[config.mk]
export PLATFORM = sky130hd
export DESIGN_NAME = lsu_dmem_port
export DESIGN_NICKNAME = d
export VERILOG_FILES = /design/src/rtl/lsu_dmem_port.sv
export SDC_FILE = /design/constraint.sdc
export NUM_CORES = 1
export LEC_CHECK = 0
export BUFFER_PORTS_ARGS = -buffer_cell sky130_fd_sc_hd__buf_2
export CORE_ASPECT_RATIO = 1.5
export CORE_MARGIN = 1.5
export CORE_UTILIZATION = 45
export CTS_BUF_LIST = sky130_fd_sc_hd__clkbuf_4 sky130_fd_sc_hd__clkbuf_8
export DETAILED_ROUTE_END_ITERATION = 12
export PLACE_DENSITY = 0.75
export SLEW_MARGIN = 25
export SYNTH_ARGS = -nofsm -noshare
export SYNTH_HDL_FRONTEND = slang
export SYNTH_SLANG_ARGS = --single-unit
[constraint.sdc]
create_clock -name clk -period 3.3 [get_ports clk]
set_input_delay 0.33 -clock clk [delete_from_list [all_inputs] [get_ports clk]]
set_output_delay 0.33 -clock clk [all_outputs]
set_load 0.005 [all_outputs]
[src/rtl/lsu_dmem_port.sv]
// Load/store port between the execute stage and the data cache: one outstanding
// request/acknowledge transaction, lane steering of store data and load extension.
module lsu_dmem_port #(
    parameter int MAX_WAIT = 255
) (
    input  logic        clk,
    input  logic        reset,
    input  logic        rd_en,
    input  logic        wr_en,
    input  logic [2:0]  mask,
    input  logic [31:0] alu_out,
    input  logic [31:0] store_data,
    output logic        lsu_stall,
    output logic [31:0] load_data,
    output logic        load_valid,
    output logic        access_err,
    output logic        timeout,
    output logic        mem_req,
    output logic        mem_we,
    output logic [31:0] mem_addr,
    output logic [31:0] mem_wdata,
    output logic [3:0]  mem_be,
    input  logic        mem_ack,
    input  logic [31:0] mem_rdata
);

    typedef enum logic [1:0] {IDLE, REQ, DONE} state_t;

    state_t      state;
    logic [7:0]  wait_cnt;
    logic [1:0]  off;
    logic [2:0]  mask_q;

    logic        present;
    logic        legal;
    logic [3:0]  be_next;
    logic [31:0] wdata_next;
    logic [31:0] lane_word;
    logic [31:0] extracted;

    assign present = rd_en | wr_en;

    always_comb begin
        legal = 1'b0;
        case (mask)
            3'd0, 3'd4: legal = 1'b1;
            3'd1, 3'd5: legal = !alu_out[0];
            3'd2:       legal = (alu_out[1:0] == 2'b00);
            default:    legal = 1'b0;
        endcase
    end

    always_comb begin
        be_next    = 4'b1111;
        wdata_next = store_data;
        case (mask[1:0])
            2'd0: begin
                be_next    = 4'b0001 << alu_out[1:0];
                wdata_next = {4{store_data[7:0]}};
            end
            2'd1: begin
                be_next    = alu_out[1] ? 4'b1100 : 4'b0011;
                wdata_next = {2{store_data[15:0]}};
            end
            default: begin
                be_next    = 4'b1111;
                wdata_next = store_data;
            end
        endcase
        if (!wr_en) begin
            wdata_next = 32'd0;
        end
    end

    // Shift the addressed lane down to bit 0, then extend by the latched size code.
    assign lane_word = mem_rdata >> {off, 3'b000};

    always_comb begin
        extracted = lane_word;
        case (mask_q)
            3'd0:    extracted = {{24{lane_word[7]}}, lane_word[7:0]};
            3'd1:    extracted = {{16{lane_word[15]}}, lane_word[15:0]};
            3'd4:    extracted = {24'd0, lane_word[7:0]};
            3'd5:    extracted = {16'd0, lane_word[15:0]};
            default: extracted = lane_word;
        endcase
    end

    assign lsu_stall = !reset & (((state == IDLE) & present & legal) | (state == REQ));

    always_ff @(posedge clk) begin
        if (reset) begin
            state      <= IDLE;
            wait_cnt   <= 8'd0;
            off        <= 2'd0;
            mask_q     <= 3'd0;
            mem_req    <= 1'b0;
            mem_we     <= 1'b0;
            mem_addr   <= 32'd0;
            mem_wdata  <= 32'd0;
            mem_be     <= 4'd0;
            load_data  <= 32'd0;
            load_valid <= 1'b0;
            access_err <= 1'b0;
            timeout    <= 1'b0;
        end else begin
            load_valid <= 1'b0;
            access_err <= 1'b0;
            case (state)
                IDLE: begin
                    if (present && legal) begin
                        mem_req   <= 1'b1;
                        mem_we    <= wr_en;
                        mem_addr  <= {alu_out[31:2], 2'b00};
                        mem_be    <= be_next;
                        mem_wdata <= wdata_next;
                        off       <= alu_out[1:0];
                        mask_q    <= mask;
                        wait_cnt  <= 8'd0;
                        state     <= REQ;
                    end else if (present) begin
                        access_err <= 1'b1;
                    end
                end
                REQ: begin
                    if (mem_ack) begin
                        mem_req <= 1'b0;
                        state   <= DONE;
                        if (!mem_we) begin
                            load_data  <= extracted;
                            load_valid <= 1'b1;
                        end
                    end else if (wait_cnt == 8'(MAX_WAIT - 1)) begin
                        // Abandoned request: loads still complete, with zero data.
                        mem_req <= 1'b0;
                        timeout <= 1'b1;
                        state   <= DONE;
                        if (!mem_we) begin
                            load_data  <= 32'd0;
                            load_valid <= 1'b1;
                        end
                    end else begin
                        wait_cnt <= wait_cnt + 8'd1;
                    end
                end
                DONE: begin
                    state <= IDLE;
                end
                default: begin
                    state <= IDLE;
                end
            endcase
        end
    end

endmodule
==> summary.md, run 1 <==
| Metric | Value |
|---|---|
| Skew-Pair Late Insertion Delay | about 0.43 ns |
| Gr ovfl total | 0 |
| Adder-cell area share of the yosys netlist | less than 1% |
| Register area | roughly 2400 um^2 |
| Post-DP HPWL | about 11000 um |
| Area of the multi-input gates | 2590 um^2 |
| GRT Resource Usage Total | 24.4% |
| Compound-Gate Fraction of Synth Area | between 20% and 30% |
| Hold WC Path Type | in -> reg |
| Die footprint | 12100 um^2 |
| GP Congestion | between 0.8 and 0.9 |
| CP Launch Point | off[0] |
| Max capacitance violation total | 0 |
| Critical path required time | between 3 and 4 ns |
| Post-DRT Antenna Nets | 0 |
| Crit path time final | between 2 and 2.5 ns |
| TritonCTS buffer count | 17 |
| Antenna violations before repair | 0 |
| Setup violations, final | 0 |
| Post-layout util | around three fifths |
| Core region area | around 11000 um^2 |
| CTS sink count | 118 |
| Placed cells | between 900 and 1000 |
| Via count | roughly 5000 |
| Vias/cell | roughly 5.5 |
| Measured slew at the worst slew-check pin | 0.933 ns |
| Asr flop ratio synth | 0% |
| Top_reg_cell synth | dfxtp_1 |
| TNS Setup | 0 ns |
| Clock transition at path regs | ~0.08 ns |
| Finished Layout Cells | roughly 930 |
| Post-CTS sizing | 0 |
| Worst setup SP type | flip-flop |
| Fillers | about 1000 |
| Crit path max fanout | 32 |
| Sequential cell area fraction in the yosys report | 45.8% |
| Final #Nets | approximately 900 |
| First-pass GRT wire length | roughly 24000 um |
| Routed WL per cell | between 15 and 20 um |
| # hold bufs at CTS | 0 |
| Post-Syn Area | between 5000 and 6000 um^2 |
| # port buffers | between 200 and 250 |
| Total Wirelength | 15000 um |
| Average cell area after synthesis | ~9 um^2 |
| Simple-gate area share of the yosys netlist | between 10% and 20% |
| Final Hold Viols | 0 |
| Hold Crit Start | alu_out[16] |
| Area Growth Syn to Fin | 27.8% |
| Peak VDD IR | roughly 0.32 mV |
| Gate Count Post-Synth | between 500 and 600 |
| Synth warn | 0 |
| Fin. max-slew vios | 0 |
| Clock buffer depth | 2 |
| Yosys cell types | between 40 and 50 |
| Cell row count | 47 |
| Worst R2R Start | off[0] |
| DRT Pass-1 Iters | 5 |
| Io pins | 210 |
| P per Cell Area | 484 nW/um^2 |
| WHS | 0.132 ns |
| CTS tree | yes |
| Post-Synth XOR/XNOR Area | 0% |
| Seq cells post-synth | about 120 |
| Max Clock Skew | around 0.0085 ns |
| Max Freq | between 400 and 500 MHz |
| Status | finished, final reports clean |
| Remaining routing DRC violations | 0 |
| Lkg Pwr | 0.00291 uW |
| Share of cells above drive strength 1 | roughly 34% |
| Postcts setup bufs | 0 |
| Die Wd | between 90 and 100 um |
| Worst Path Arrival | ~2.7 ns |
| Normalized max-slew margin | around 38% |
| Vias in the first global route | between 4000 and 5000 |
| Final period utilization | about 71% |
| RSZ-0062 raised after global routing | no |
| Starting Density | ~46% |
| Level count of the clock H-tree | 4 |
| WS Path Type | reg -> reg |
| Largest net degree at the start of global routing | 84 |
| Diode count | 0 |
| Number of flops mapped to enable cells by yosys | 0 |
| DRT iter0 DRCs | about 260 |
| Clock Tree Root | clkbuf_8 |
| Largest family of logic cells by synthesized area | compound AO/OA/AOI/OAI gates |
| Die span in y | 134 um |
| Proportion of synthesized area in mux cells | around 11% |
| CP endpoint kind | flip-flop |
[path summary, 6_finish.rpt]
kind / cells after the start / to / slack (ns)
setup / recovery: 5 / load_data[31] / 0.96
setup reg to reg: 5 / load_data[31] / 0.96
hold / removal: 3 / mem_addr[16] / 0.13
hold reg to reg: 2 / mem_wdata[23] / 0.45
[layer usage]
layer / part of all wire, % / track usage (%) / up-vias
li1: - / - / 2469
met1: 39 / 26.3 / 2382
met2: 51 / 43.3 / 225
met3: 7.1 / 6.86 / 39
met4: 3.5 / 12.2 / 0
met5: 0 / 0 / -
[power breakdown]
group          internal, uW  switching, uW
sequential             1490           41.9
combinational           206            286
clock                   533            633
[cells by family after synthesis]
| family | count (synthesis) |
|---|---|
| compound gates | 163 |
| buf+inv | 54 |
| fa+ha+maj | 2 |
| simple gates | 196 |
| flops | 118 |
| other cells | 1 |
| mux | 55 |
[Yosys cell counts, types with 9 or more instances]
library cell	n	area (um^2)
nor2_1	29	109
o21ai_0	17	85.1
dfxtp_1	118	2360
mux2i_1	46	460
a211o_1	9	78.8
o2bb2ai_1	23	201
clkbuf_1	33	124
a21oi_1	86	430
nand2_1	91	342
a221o_1	9	90.1
nand3_1	33	165
[stage by stage]
stage / setup slack [ns] / cell area, um^2 / total power [uW]
4_1_cts: 0.977 / 6590 / 3220
5_1_grt: 0.793 / 6600 / 3340
6_report: 0.961 / 6600 / 3190
2_1_floorplan: 1.43 / 5160 / 1840
3_5_place_dp: 0.923 / 6230 / 2060
3_3_place_gp: 0.999 / 6230 / 2040
[sequential cells by signal, indices dropped and copies added (netlist names)]
name        cells
timeout         1
load_valid      1
state           2
off             2
wait_cnt        8
mem_wdata      32
mem_addr       30
mem_be          4
access_err      1
mask_q          3
mem_req         1
load_data      32
mem_we          1
[critical path, cell delays in order (launching register included)]
cell	delay [ns]
dfxtp_1	0.40
buf_4	0.41
mux2i_1	0.13
o21a_1	0.23
a2111oi_4	0.88
a221o_1	0.22
[cell usage in the layout, fill, tap and decap left out, types with 2 or more instances in the layout]
cell type / n
conb_1: 2
ha_1: 2
or3_1: 3
a31oi_1: 4
and3_1: 3
a21oi_1: 86
o21a_1: 2
a211o_1: 9
buf_2: 207
nor2_1: 28
buf_4: 7
dfxtp_1: 118
a211oi_1: 3
nor3_1: 8
clkinv_4: 6
nor2_2: 2
nor3b_1: 2
nand3_1: 33
nand2_1: 91
mux2i_1: 46
clkbuf_8: 17
or4_1: 2
o2bb2ai_1: 23
nor2b_1: 2
or2_2: 2
mux2_2: 8
inv_1: 4
clkinvlp_4: 4
nand2b_1: 6
o21ai_0: 17
inv_6: 3
nand3b_1: 8
a221o_1: 9
[final cells by class]
| cell class | instances | share of cell area, % |
|---|---|---|
| clock buffer | 17 | 3.55 |
| clock inverter | 15 | 1.90 |
| inverter | 4 | 0.228 |
| multi-input combinational | 418 | 39.2 |
| sequential | 118 | 35.8 |
| tap | 147 | 2.79 |
| timing repair buffer | 214 | 16.5 |
(Power assumes the default switching activity.)
==> inputs of run 2 (changes only) <==
clock period = 2.3 ns   (was 3.3 ns; I/O delays follow)
==> summary.md, run 2 (synthesis results as in run 1) <==
| Metric | Value |
|---|---|
| Remaining routing DRC violations | 0 |
| WHS | about 0.041 ns |
| Min setup slack post-route | 0.260 ns |
| Clock transition at path regs | approximately 0.070 ns |
| Fillers | about 1000 |
| Area Growth Syn to Fin | 30.5% |
| Starting Density | between 40% and 50% |
| Crit path time final | about 2 ns |
| Reg power frac | between 40% and 50% |
| Setup violations, final | 0 |
| Sw Ratio | approximately a quarter |
| Core region area | ~11000 um^2 |
| Worst setup SP type | flip-flop |
| P per Cell Area | about 730 nW/um^2 |
| Final #Nets | 887 |
| Post-DP HPWL | 11200 um |
| Max Freq | roughly 490 MHz |
| Lkg Pwr | about 0.0030 uW |
| Worst reg2reg endpoint | wait_cnt[7] |
| Postcts setup bufs | 0 |
| Peak VDD IR | 0.597 mV |
| Level count of the clock H-tree | 4 |
| Most common cell after layout, fill and taps aside | buf_2 |
| # hold bufs at CTS | 0 |
| Io pins | 210 |
| Die footprint | around 12000 um^2 |
| Worst path slowest cell | or4_1 |
| DRT Pass-1 Iters | 4 |
| Hold path cells | 3 |
| Finished Layout Cells | between 900 and 1000 |
| GRT Resource Usage Total | 25.0% |
| Worst Path Arrival | approximately 2.4 ns |
| Critical path required time | 2.65 ns |
| Antenna violations before repair | 0 |
| Measured slew at the worst slew-check pin | about 0.68 ns |
| TritonCTS buffer count | 17 |
| Pre-CTS setup slack | 0.144 ns |
| Max Clock Skew | 0.00968 ns |
| Largest net degree at the start of global routing | between 50 and 60 |
| Skew-Pair Late Insertion Delay | roughly 0.42 ns |
| Hold Crit Start | alu_out[19] |
| Internal power | roughly 3600 uW |
| GP Congestion | 0.890 |
| DRT iter0 DRCs | around 310 |
| Gr ovfl total | 0 |
| CTS sink count | 118 |
| Most frequent cells in the layout | 207 x buf_2, 118 x dfxtp_1, 91 x nand2_1, 86 x a21oi_1, 46 x mux2i_1 |
| Worst path cell trace | inv_1, ha_1, and3_1, a211o_1, or4_1, a31oi_1 |
| TNS Setup | 0 ns |
| CP endpoint kind | flip-flop |
| Post-DRT Antenna Nets | 0 |
| Largest regs | load_data x32, mem_wdata x32, mem_addr x30 |
| Vias in the first global route | 5130 |
| Max incr delay on CP | 0.51 ns |
| Die Wd | between 90 and 100 um |
| Status | finished, final reports clean |
| WS Path Type | reg -> reg |
| Placed cells | 909 |
| R2R cell count | 6 |
| RSZ-0062 raised after global routing | no |
| Hold WC Path Type | in -> reg |
| Clock Power Share | between 40% and 50% |
| Final total power | roughly 5000 uW |
| WHS Endpoint | mem_addr[19] |
| Worst reg2reg setup slack | 0.26 ns |
| Cell row count | between 40 and 50 |
| Final Hold Viols | 0 |
| Register area | 2360 um^2 |
| Max capacitance violation total | 0 |
| Post-CTS sizing | 0 |
| CTS tree | yes |
| Area of the multi-input gates | between 2000 and 3000 um^2 |
| Share of cells above drive strength 1 | 34.3% |
| Clock buffer depth | 2 |
| Via count | about 5200 |
| Comb pwr share | about 15% |
| Diode count | 0 |
| Clock Tree Root | clkbuf_8 |
| Switching pwr | 1310 uW |
| Vias/cell | ~5.5 |
| Crit path max fanout | 11 |
| First-pass GRT wire length | between 20000 and 25000 um |
| Die span in y | between 100 and 150 um |
| Routed WL per cell | approximately 16 um |
| Normalized max-slew margin | a little over half |
| Fin. max-slew vios | 0 |
| Total Wirelength | ~15000 um |
| Worst R2R Start | wait_cnt[0] |
| Final period utilization | between 80% and 90% |
| # port buffers | between 200 and 250 |
## run 2: cell types whose count changed in the layout (fill, tap and decap cells not counted)
| cell | delta |
|---|---|
| buf_12 | +1 |
| buf_4 | +7 |
| bufinv_16 | +3 |
| clkbuf_8 | +3 |
| clkinv_2 | +2 |
| clkinv_4 | -5 |
| clkinvlp_4 | +1 |
| inv_6 | -3 |
| inv_8 | -1 |
## run 2: metrics by stage
stage | utilization, % | cell area, um^2
2_1_floorplan | - | 5160
3_5_place_dp | 56.7 | 6310
6_report | 60.6 | 6740
3_3_place_gp | 56.7 | 6310
4_1_cts | 60.6 | 6730
5_1_grt | 60.6 | 6740
## run 2: per-layer routing
| layer | global-route usage, % | routed length, um |
|---|---|---|
| met1 | 27.0 | 6030 |
| met2 | 44.2 | 7770 |
| met3 | 7.14 | 944 |
| met4 | 13.1 | 507 |
| met5 | 0 | 0 |
## run 2: area by class of cell
type	instances	share of cell area [%]
flip-flops and latches	118	35.1
multi-input cells	418	38.4
clock buffers	20	4.09
well taps	147	2.73
repair buffers	222	17.2
clock inverters	12	2.25
inverters	4	0.223
## run 2: how the worst max path moves through the flow
stage,from,end,slack (ns),cells past startpoint
2_1_floorplan,wait_cnt[0],wait_cnt[5],0.47,7
3_3_place_gp,mask[0],mem_wdata[27],0.29,5
3_5_place_dp,mask[0],mem_wdata[24],0.14,5
4_1_cts,wait_cnt[0],wait_cnt[7],0.27,6
5_1_grt,wait_cnt[0],wait_cnt[7],0.11,6
6_report,wait_cnt[0],wait_cnt[7],0.26,6
## run 2: worst max-delay path: cells and delay by family, from the launching register on
kind / cells / cell delay (ns)
adder cells (fa/ha/maj): 1 / 0.19
AND/OR/NAND/NOR: 2 / 0.72
AO/OA/AOI/OAI: 2 / 0.60
flip-flops: 1 / 0.39
buffers and inverters: 1 / 0.08
## run 2: power groups by stage
stage	registers [uW]	clock network (uW)	logic, uW
final	2200	1990	722
after global routing	2210	2110	794
after CTS	2200	2040	721
after detailed placement	2250	0	718
after global placement	2240	0	703
after floorplan	2250	0	398
